## config.mk

```make
export PLATFORM = sky130hd
export DESIGN_NAME = uart_rx_ctrl
export DESIGN_NICKNAME = d
export VERILOG_FILES = /design/src/rtl/uart_rx_ctrl.sv
export SDC_FILE = /design/constraint.sdc
export NUM_CORES = 1
export LEC_CHECK = 0
export BUFFER_PORTS_ARGS = -buffer_cell sky130_fd_sc_hd__buf_4
export CAP_MARGIN = 20
export CORE_MARGIN = 2
export CORE_UTILIZATION = 35
export DETAILED_ROUTE_END_ITERATION = 6
export GPL_TIMING_DRIVEN = 0
export PLACE_DENSITY = 0.53
export SYNTH_ARGS = -nofsm -noshare
export SYNTH_HDL_FRONTEND = slang
export SYNTH_SLANG_ARGS = --single-unit
```

## constraint.sdc

```tcl
create_clock -name clk -period 4.4 [get_ports clk]
set_input_delay 0.88 -clock clk [delete_from_list [all_inputs] [get_ports clk]]
set_output_delay 0.88 -clock clk [all_outputs]
set_load 0.05 [all_outputs]
```

## src/rtl/uart_rx_ctrl.sv

```systemverilog
// UART receiver control and deserializer: start detection, per-bit timing for the
// sampling stage, LSB-first shift-in, optional parity and stop-bit checking.
module uart_rx_ctrl #(
    parameter int unsigned DATA_W  = 8,
    parameter int unsigned PRESC_W = 6
) (
    input  logic               clk,
    input  logic               RST,
    input  logic               RX_IN,
    input  logic [PRESC_W-1:0] prescale,
    input  logic               PAR_EN,
    input  logic               PAR_TYP,
    input  logic               sampled_bit,
    output logic               data_samp_en,
    output logic [PRESC_W-1:0] edge_cnt,
    output logic [DATA_W-1:0]  P_DATA,
    output logic               data_valid,
    output logic               par_err,
    output logic               stp_err,
    output logic               strt_glitch,
    output logic               busy
);

    localparam int unsigned BIT_W = (DATA_W > 1) ? $clog2(DATA_W) : 1;

    localparam logic [2:0] S_IDLE   = 3'd0;
    localparam logic [2:0] S_START  = 3'd1;
    localparam logic [2:0] S_DATA   = 3'd2;
    localparam logic [2:0] S_PARITY = 3'd3;
    localparam logic [2:0] S_STOP   = 3'd4;

    logic [2:0]         r_state;
    logic [PRESC_W-1:0] r_edge_cnt;
    logic [BIT_W-1:0]   r_bit_cnt;
    logic [DATA_W-1:0]  r_shift;
    logic [DATA_W-1:0]  r_p_data;
    logic [PRESC_W-1:0] r_presc;
    logic               r_par_en;
    logic               r_par_typ;
    logic               r_par_fail;
    logic               r_data_valid;
    logic               r_par_err;
    logic               r_stp_err;
    logic               r_strt_glitch;
    logic               r_busy;

    logic [2:0]         w_state_nxt;
    logic [PRESC_W-1:0] w_edge_nxt;
    logic [BIT_W-1:0]   w_bit_nxt;
    logic [DATA_W-1:0]  w_shift_nxt;
    logic [DATA_W-1:0]  w_p_data_nxt;
    logic               w_par_fail_nxt;
    logic               w_dv_nxt;
    logic               w_pe_nxt;
    logic               w_se_nxt;
    logic               w_sg_nxt;
    logic               w_latch;
    logic               w_bit_end;
    logic               w_par_exp;

    assign w_bit_end = (r_edge_cnt == (r_presc - PRESC_W'(1)));
    assign w_par_exp = (^r_shift) ^ r_par_typ;

    // Next-state and next-output logic; decisions happen only at the last clock of a bit
    always_comb begin
        w_state_nxt    = r_state;
        w_edge_nxt     = '0;
        w_bit_nxt      = r_bit_cnt;
        w_shift_nxt    = r_shift;
        w_p_data_nxt   = r_p_data;
        w_par_fail_nxt = r_par_fail;
        w_dv_nxt       = 1'b0;
        w_pe_nxt       = 1'b0;
        w_se_nxt       = 1'b0;
        w_sg_nxt       = 1'b0;
        w_latch        = 1'b0;

        if (r_state != S_IDLE) begin
            w_edge_nxt = w_bit_end ? '0 : (r_edge_cnt + PRESC_W'(1));
        end

        case (r_state)
            S_IDLE: begin
                if (!RX_IN) begin
                    w_state_nxt = S_START;
                    w_bit_nxt   = '0;
                    w_latch     = 1'b1;
                end
            end
            S_START: begin
                if (w_bit_end) begin
                    if (sampled_bit) begin
                        w_state_nxt = S_IDLE;
                        w_sg_nxt    = 1'b1;
                    end else begin
                        w_state_nxt = S_DATA;
                    end
                end
            end
            S_DATA: begin
                if (w_bit_end) begin
                    w_shift_nxt = {sampled_bit, r_shift[DATA_W-1:1]};
                    if (r_bit_cnt == BIT_W'(DATA_W - 1)) begin
                        w_bit_nxt   = '0;
                        w_state_nxt = r_par_en ? S_PARITY : S_STOP;
                    end else begin
                        w_bit_nxt = r_bit_cnt + BIT_W'(1);
                    end
                end
            end
            S_PARITY: begin
                if (w_bit_end) begin
                    w_state_nxt = S_STOP;
                    if (sampled_bit != w_par_exp) begin
                        w_par_fail_nxt = 1'b1;
                    end
                end
            end
            S_STOP: begin
                if (w_bit_end) begin
                    w_state_nxt    = S_IDLE;
                    w_par_fail_nxt = 1'b0;
                    if (!r_par_fail && sampled_bit) begin
                        w_p_data_nxt = r_shift;
                        w_dv_nxt     = 1'b1;
                    end else begin
                        w_pe_nxt = r_par_fail;
                        w_se_nxt = !sampled_bit;
                    end
                end
            end
            default: begin
                w_state_nxt = S_IDLE;
            end
        endcase
    end

    // State, datapath and registered outputs
    always_ff @(posedge clk) begin
        if (RST) begin
            r_state       <= S_IDLE;
            r_edge_cnt    <= '0;
            r_bit_cnt     <= '0;
            r_shift       <= '0;
            r_p_data      <= '0;
            r_presc       <= '0;
            r_par_en      <= 1'b0;
            r_par_typ     <= 1'b0;
            r_par_fail    <= 1'b0;
            r_data_valid  <= 1'b0;
            r_par_err     <= 1'b0;
            r_stp_err     <= 1'b0;
            r_strt_glitch <= 1'b0;
            r_busy        <= 1'b0;
        end else begin
            r_state       <= w_state_nxt;
            r_edge_cnt    <= w_edge_nxt;
            r_bit_cnt     <= w_bit_nxt;
            r_shift       <= w_shift_nxt;
            r_p_data      <= w_p_data_nxt;
            r_par_fail    <= w_par_fail_nxt;
            r_data_valid  <= w_dv_nxt;
            r_par_err     <= w_pe_nxt;
            r_stp_err     <= w_se_nxt;
            r_strt_glitch <= w_sg_nxt;
            r_busy        <= (w_state_nxt != S_IDLE);
            if (w_latch) begin
                r_presc   <= prescale;
                r_par_en  <= PAR_EN;
                r_par_typ <= PAR_TYP;
            end
        end
    end

    assign data_samp_en = r_busy;
    assign busy         = r_busy;
    assign edge_cnt     = r_edge_cnt;
    assign P_DATA       = r_p_data;
    assign data_valid   = r_data_valid;
    assign par_err      = r_par_err;
    assign stp_err      = r_stp_err;
    assign strt_glitch  = r_strt_glitch;

endmodule

```

==> summary.log <==
qor: critical_path.critical-path-slowest-cell nor4_2
qor: placed_design.numPortBuffers 30
qor: yosys.synth_top_cells_by_area dfxtp_1 (44%), mux2i_1 (8.9%), xnor2_1 (6.9%)
qor: global_routing.grt_start_max_net_pins 14
qor: finish.layout.filler_cells 538
qor: job.max_cap_viol_count 0
qor: routing.route.vias.total 1523
qor: critical_path.worst_r2r_endpoint r_bit_cnt[0]
qor: critical_path.req_time_crit_path 4.58 ns
qor: yosys.synthDominantCellAreaShare 43.9%
qor: global_routing.gr-usage-met2 21.2%
qor: global_routing.grt_first_pass_wirelength 6.67 mm
qor: routing.detail_route.first_pass.iterations 4
qor: clocking.cts_inserted_buffers 5
qor: placed_design.place_congestion 0.817
qor: clocking.cts_hold_buffers 0
qor: timing.fin_tns_setup 0 ns
qor: timing.drv_slew 0
qor: die.core-area 5200 um2
qor: hold_path.whs_path_depth 2
qor: die.chipWidth 78.0 um
qor: critical_path.rrSetupSlack 1.84 ns
qor: routing.detail_route.vias_per_cell 4.79
qor: yosys.yosysWarningCount 0
qor: hold_path.holdPathEnd r_par_typ
qor: critical_path.start_kind flip-flop
qor: yosys.syn-mean-instance-area 9.13 um2
qor: global_routing.use_met1 18.1%
qor: timing.time_the_final_worst_path_needs_with_i_o_delays_and_setup 2.56 ns
qor: clocking.cts-htree-levels 2
qor: critical_path.crit-reg2reg-launch r_presc[0]
qor: timing.relSlewSlack 38.4%
qor: finish.finalNetCount 263
qor: power_and_ir_drop.powerDensity 318 nW/um2
qor: yosys.synthDominantAreaCellType dfxtp_1
qor: critical_path.timing.critical_path.to_type flip-flop
qor: critical_path.critPathKind flip-flop to flip-flop
qor: status.outcome finished clean
qor: global_routing.gr-max-usage-layer met2
qor: power_and_ir_drop.combPwrFrac 11.0%
qor: yosys.synth-seq-cells 42
qor: power_and_ir_drop.ir_worst_vdd 0.173 mV
qor: critical_path.cp_num_buf_inv 2
qor: finish.final_cell_count_no_fill 318
qor: hold_path.hold_startpoint r_par_typ
qor: global_routing.number_of_antenna_violations_at_the_first_check_in_global_routing 0
qor: global_routing.global_routing_usage_summed_across_all_routing_layers 13.9%
qor: routing.antenna_violating_nets_post_route 0
qor: clocking.cts_resized 0
qor: die.floorplan.io_pins 32
qor: clocking.cts_root_buffer clkbuf_8
qor: yosys.ys_dominant_reg_cell dfxtp_1
qor: finish.drive_above_1_share 19.0%
qor: timing.timing.clock.skew 0.00506 ns
qor: critical_path.crit_path_max_incr_delay 0.50 ns
qor: finish.layout_commonest_cell dfxtp_1
qor: die.row_count 26
qor: yosys.ys_async_sr_fraction 0%
qor: clocking.clock_pin_slew_worst_setup_and_hold_paths 0.08 ns
qor: finish.mostFrequentLayoutCells dfxtp_1 (42), nor2_1 (32), buf_4 (32)
qor: critical_path.crit_family compound AO/OA/AOI/OAI gates
qor: timing.hold_violations 0
qor: power_and_ir_drop.intPower 545 uW
qor: die.chipHeight 78.0 um
qor: yosys.synth_edf_count 0
qor: power_and_ir_drop.power.share.switching 26.2%
qor: yosys.ys_seq_area_share 43.9%
qor: clocking.clock_latency 0.30 ns
qor: finish.syn_to_final_growth 21.3%
qor: yosys.netlist-cell-type-count 35
qor: critical_path.critPathArrivalTime 2.74 ns
qor: power_and_ir_drop.p_sw 193 uW
qor: placed_design.place.detailed.instances 310
qor: yosys.postSynthCellCount 210
qor: power_and_ir_drop.sequential_cell_fraction_of_total_power 53.4%
qor: global_routing.grt.met3_usage 3.60%
qor: global_routing.gr-total-overflow 0
qor: finish.ant_diodes 0
qor: critical_path.reg2reg_depth 9
qor: critical_path.critPathMaxFanout 10
qor: routing.first_iter_violations 92
qor: routing.route.detailed.wl_per_inst 12.4 um
qor: clocking.clock_sinks 42
qor: clocking.post_cts_buffers 0
qor: placed_design.post-dp-hpwl 2.82 mm
qor: yosys.mappedNetlistArea 1920 um2
qor: timing.worst_pin_slew 0.916 ns
qor: die.die_ar 6080 um2
qor: timing.fmax 390 MHz
qor: routing.drc 0
qor: routing.drt_wl_total 3.95 mm
qor: critical_path.cp_cell_sequence inv_1, ha_1, o21ba_1, a221oi_2, a41oi_2, nor4_2, buf_4, mux2i_1, nor2_1
qor: clocking.tritoncts yes
qor: clocking.cts_buffer_depth 2
qor: yosys.synthesis.nets 226
qor: timing.layout_worst_path_cycle_share 58.3%
qor: die.starting_density_of_the_core 36.8%
qor: global_routing.grt_pass1_vias 1398
qor: hold_path.holdCritPathClass flip-flop to flip-flop
qor: timing.setup_violations 0
qor: power_and_ir_drop.share_clk_of_total_power 35.6%
qor: power_and_ir_drop.total_leakage_power 0.000892 uW
qor: timing.unrepaired_setup_endpoints_after_global_routing no
==> per-stage QoR <==
stage / setup slack [ns] / instance area, um2 / util (%) / hold WS [ns] / power [uW]
after floorplan: 2.04 / 1920 / - / 0.448 / 461
after global placement: 1.88 / 2230 / 42.8 / 0.462 / 484
after detailed placement: 1.84 / 2230 / 42.8 / 0.463 / 485
after CTS: 1.81 / 2320 / 44.7 / 0.476 / 750
after global routing: 1.64 / 2320 / 44.7 / 0.516 / 773
final: 1.84 / 2320 / 44.7 / 0.478 / 738
==> layer usage <==
metal / part of all wire [%] / routed length, um
met4: 2.0 / 77
met2: 44 / 1760
met3: 3.5 / 140
met1: 50 / 1970
met5: 0 / 0
==> state kept, by name, summed over array words and instances, names as in the netlist <==
signal	cells
r_bit_cnt	3
r_shift	8
r_par_en	1
data_valid	1
stp_err	1
strt_glitch	1
r_par_fail	1
edge_cnt	6
par_err	1
busy	1
r_state	3
r_presc	6
r_par_typ	1
P_DATA	8
==> synthesized netlist by cell type, types with 4 or more instances <==
| library cell | number |
|---|---|
| nand2_1 | 21 |
| a21oi_1 | 12 |
| nand2b_1 | 5 |
| xnor2_1 | 15 |
| xor2_1 | 5 |
| nor2_1 | 32 |
| clkbuf_1 | 8 |
| mux2i_1 | 17 |
| inv_1 | 7 |
| ha_1 | 4 |
| nor3_1 | 8 |
| dfxtp_1 | 42 |
| nand3_1 | 5 |
==> layout make-up <==
cell class	count	area (um2)	share of cell area (%)
buffer	11	50.0	2.15
clock inverter	2	12.5	0.538
clock buffer	6	82.6	3.55
sequential	42	841	36.2
tap	70	87.6	3.77
inverter	7	26.3	1.13
timing repair buffer	30	225	9.69
multi-input combinational	150	1000	43.0
==> tightest hold or removal path: cells and delay by family (launching register included) <==
kind | cells | cell delay, ns
AOI/OAI and AO/OA | 1 | 0.05
DFF | 1 | 0.33
and+or+nand+nor | 1 | 0.06
==> how the worst max path moves through the flow <==
stage	from	to	slack (ns)	cells past startpoint
global route	r_presc[0]	r_shift[7]	1.64	9
detailed placement	r_presc[0]	r_bit_cnt[0]	1.84	9
floorplan	edge_cnt[2]	P_DATA[0]	2.04	7
global placement	r_presc[0]	r_bit_cnt[0]	1.88	9
CTS	r_presc[0]	r_bit_cnt[0]	1.81	9
finish	r_presc[0]	r_bit_cnt[0]	1.84	9
==> power by group through the flow <==
| stage | registers [uW] | clock network (uW) | logic [uW] |
|---|---|---|---|
| floorplan | 407 | 0 | 54.0 |
| global placement | 403 | 0 | 81.7 |
| detailed placement | 403 | 0 | 82.5 |
| CTS | 394 | 273 | 82.8 |
| global route | 395 | 286 | 90.9 |
| finish | 394 | 263 | 81.3 |
==> kinds of logic after synthesis <==
logic type | after synthesis | share of synthesized area [%]
flip-flops | 42 | 43.9
adder cells (fa/ha/maj) | 4 | 2.61
multiplexers | 17 | 8.88
XOR/XNOR | 20 | 9.14
buffers and inverters | 18 | 3.98
AO/OA/AOI/OAI | 22 | 7.90
AND/OR/NAND/NOR | 87 | 23.6
Note: power is estimated with default switching activity, not from simulation.
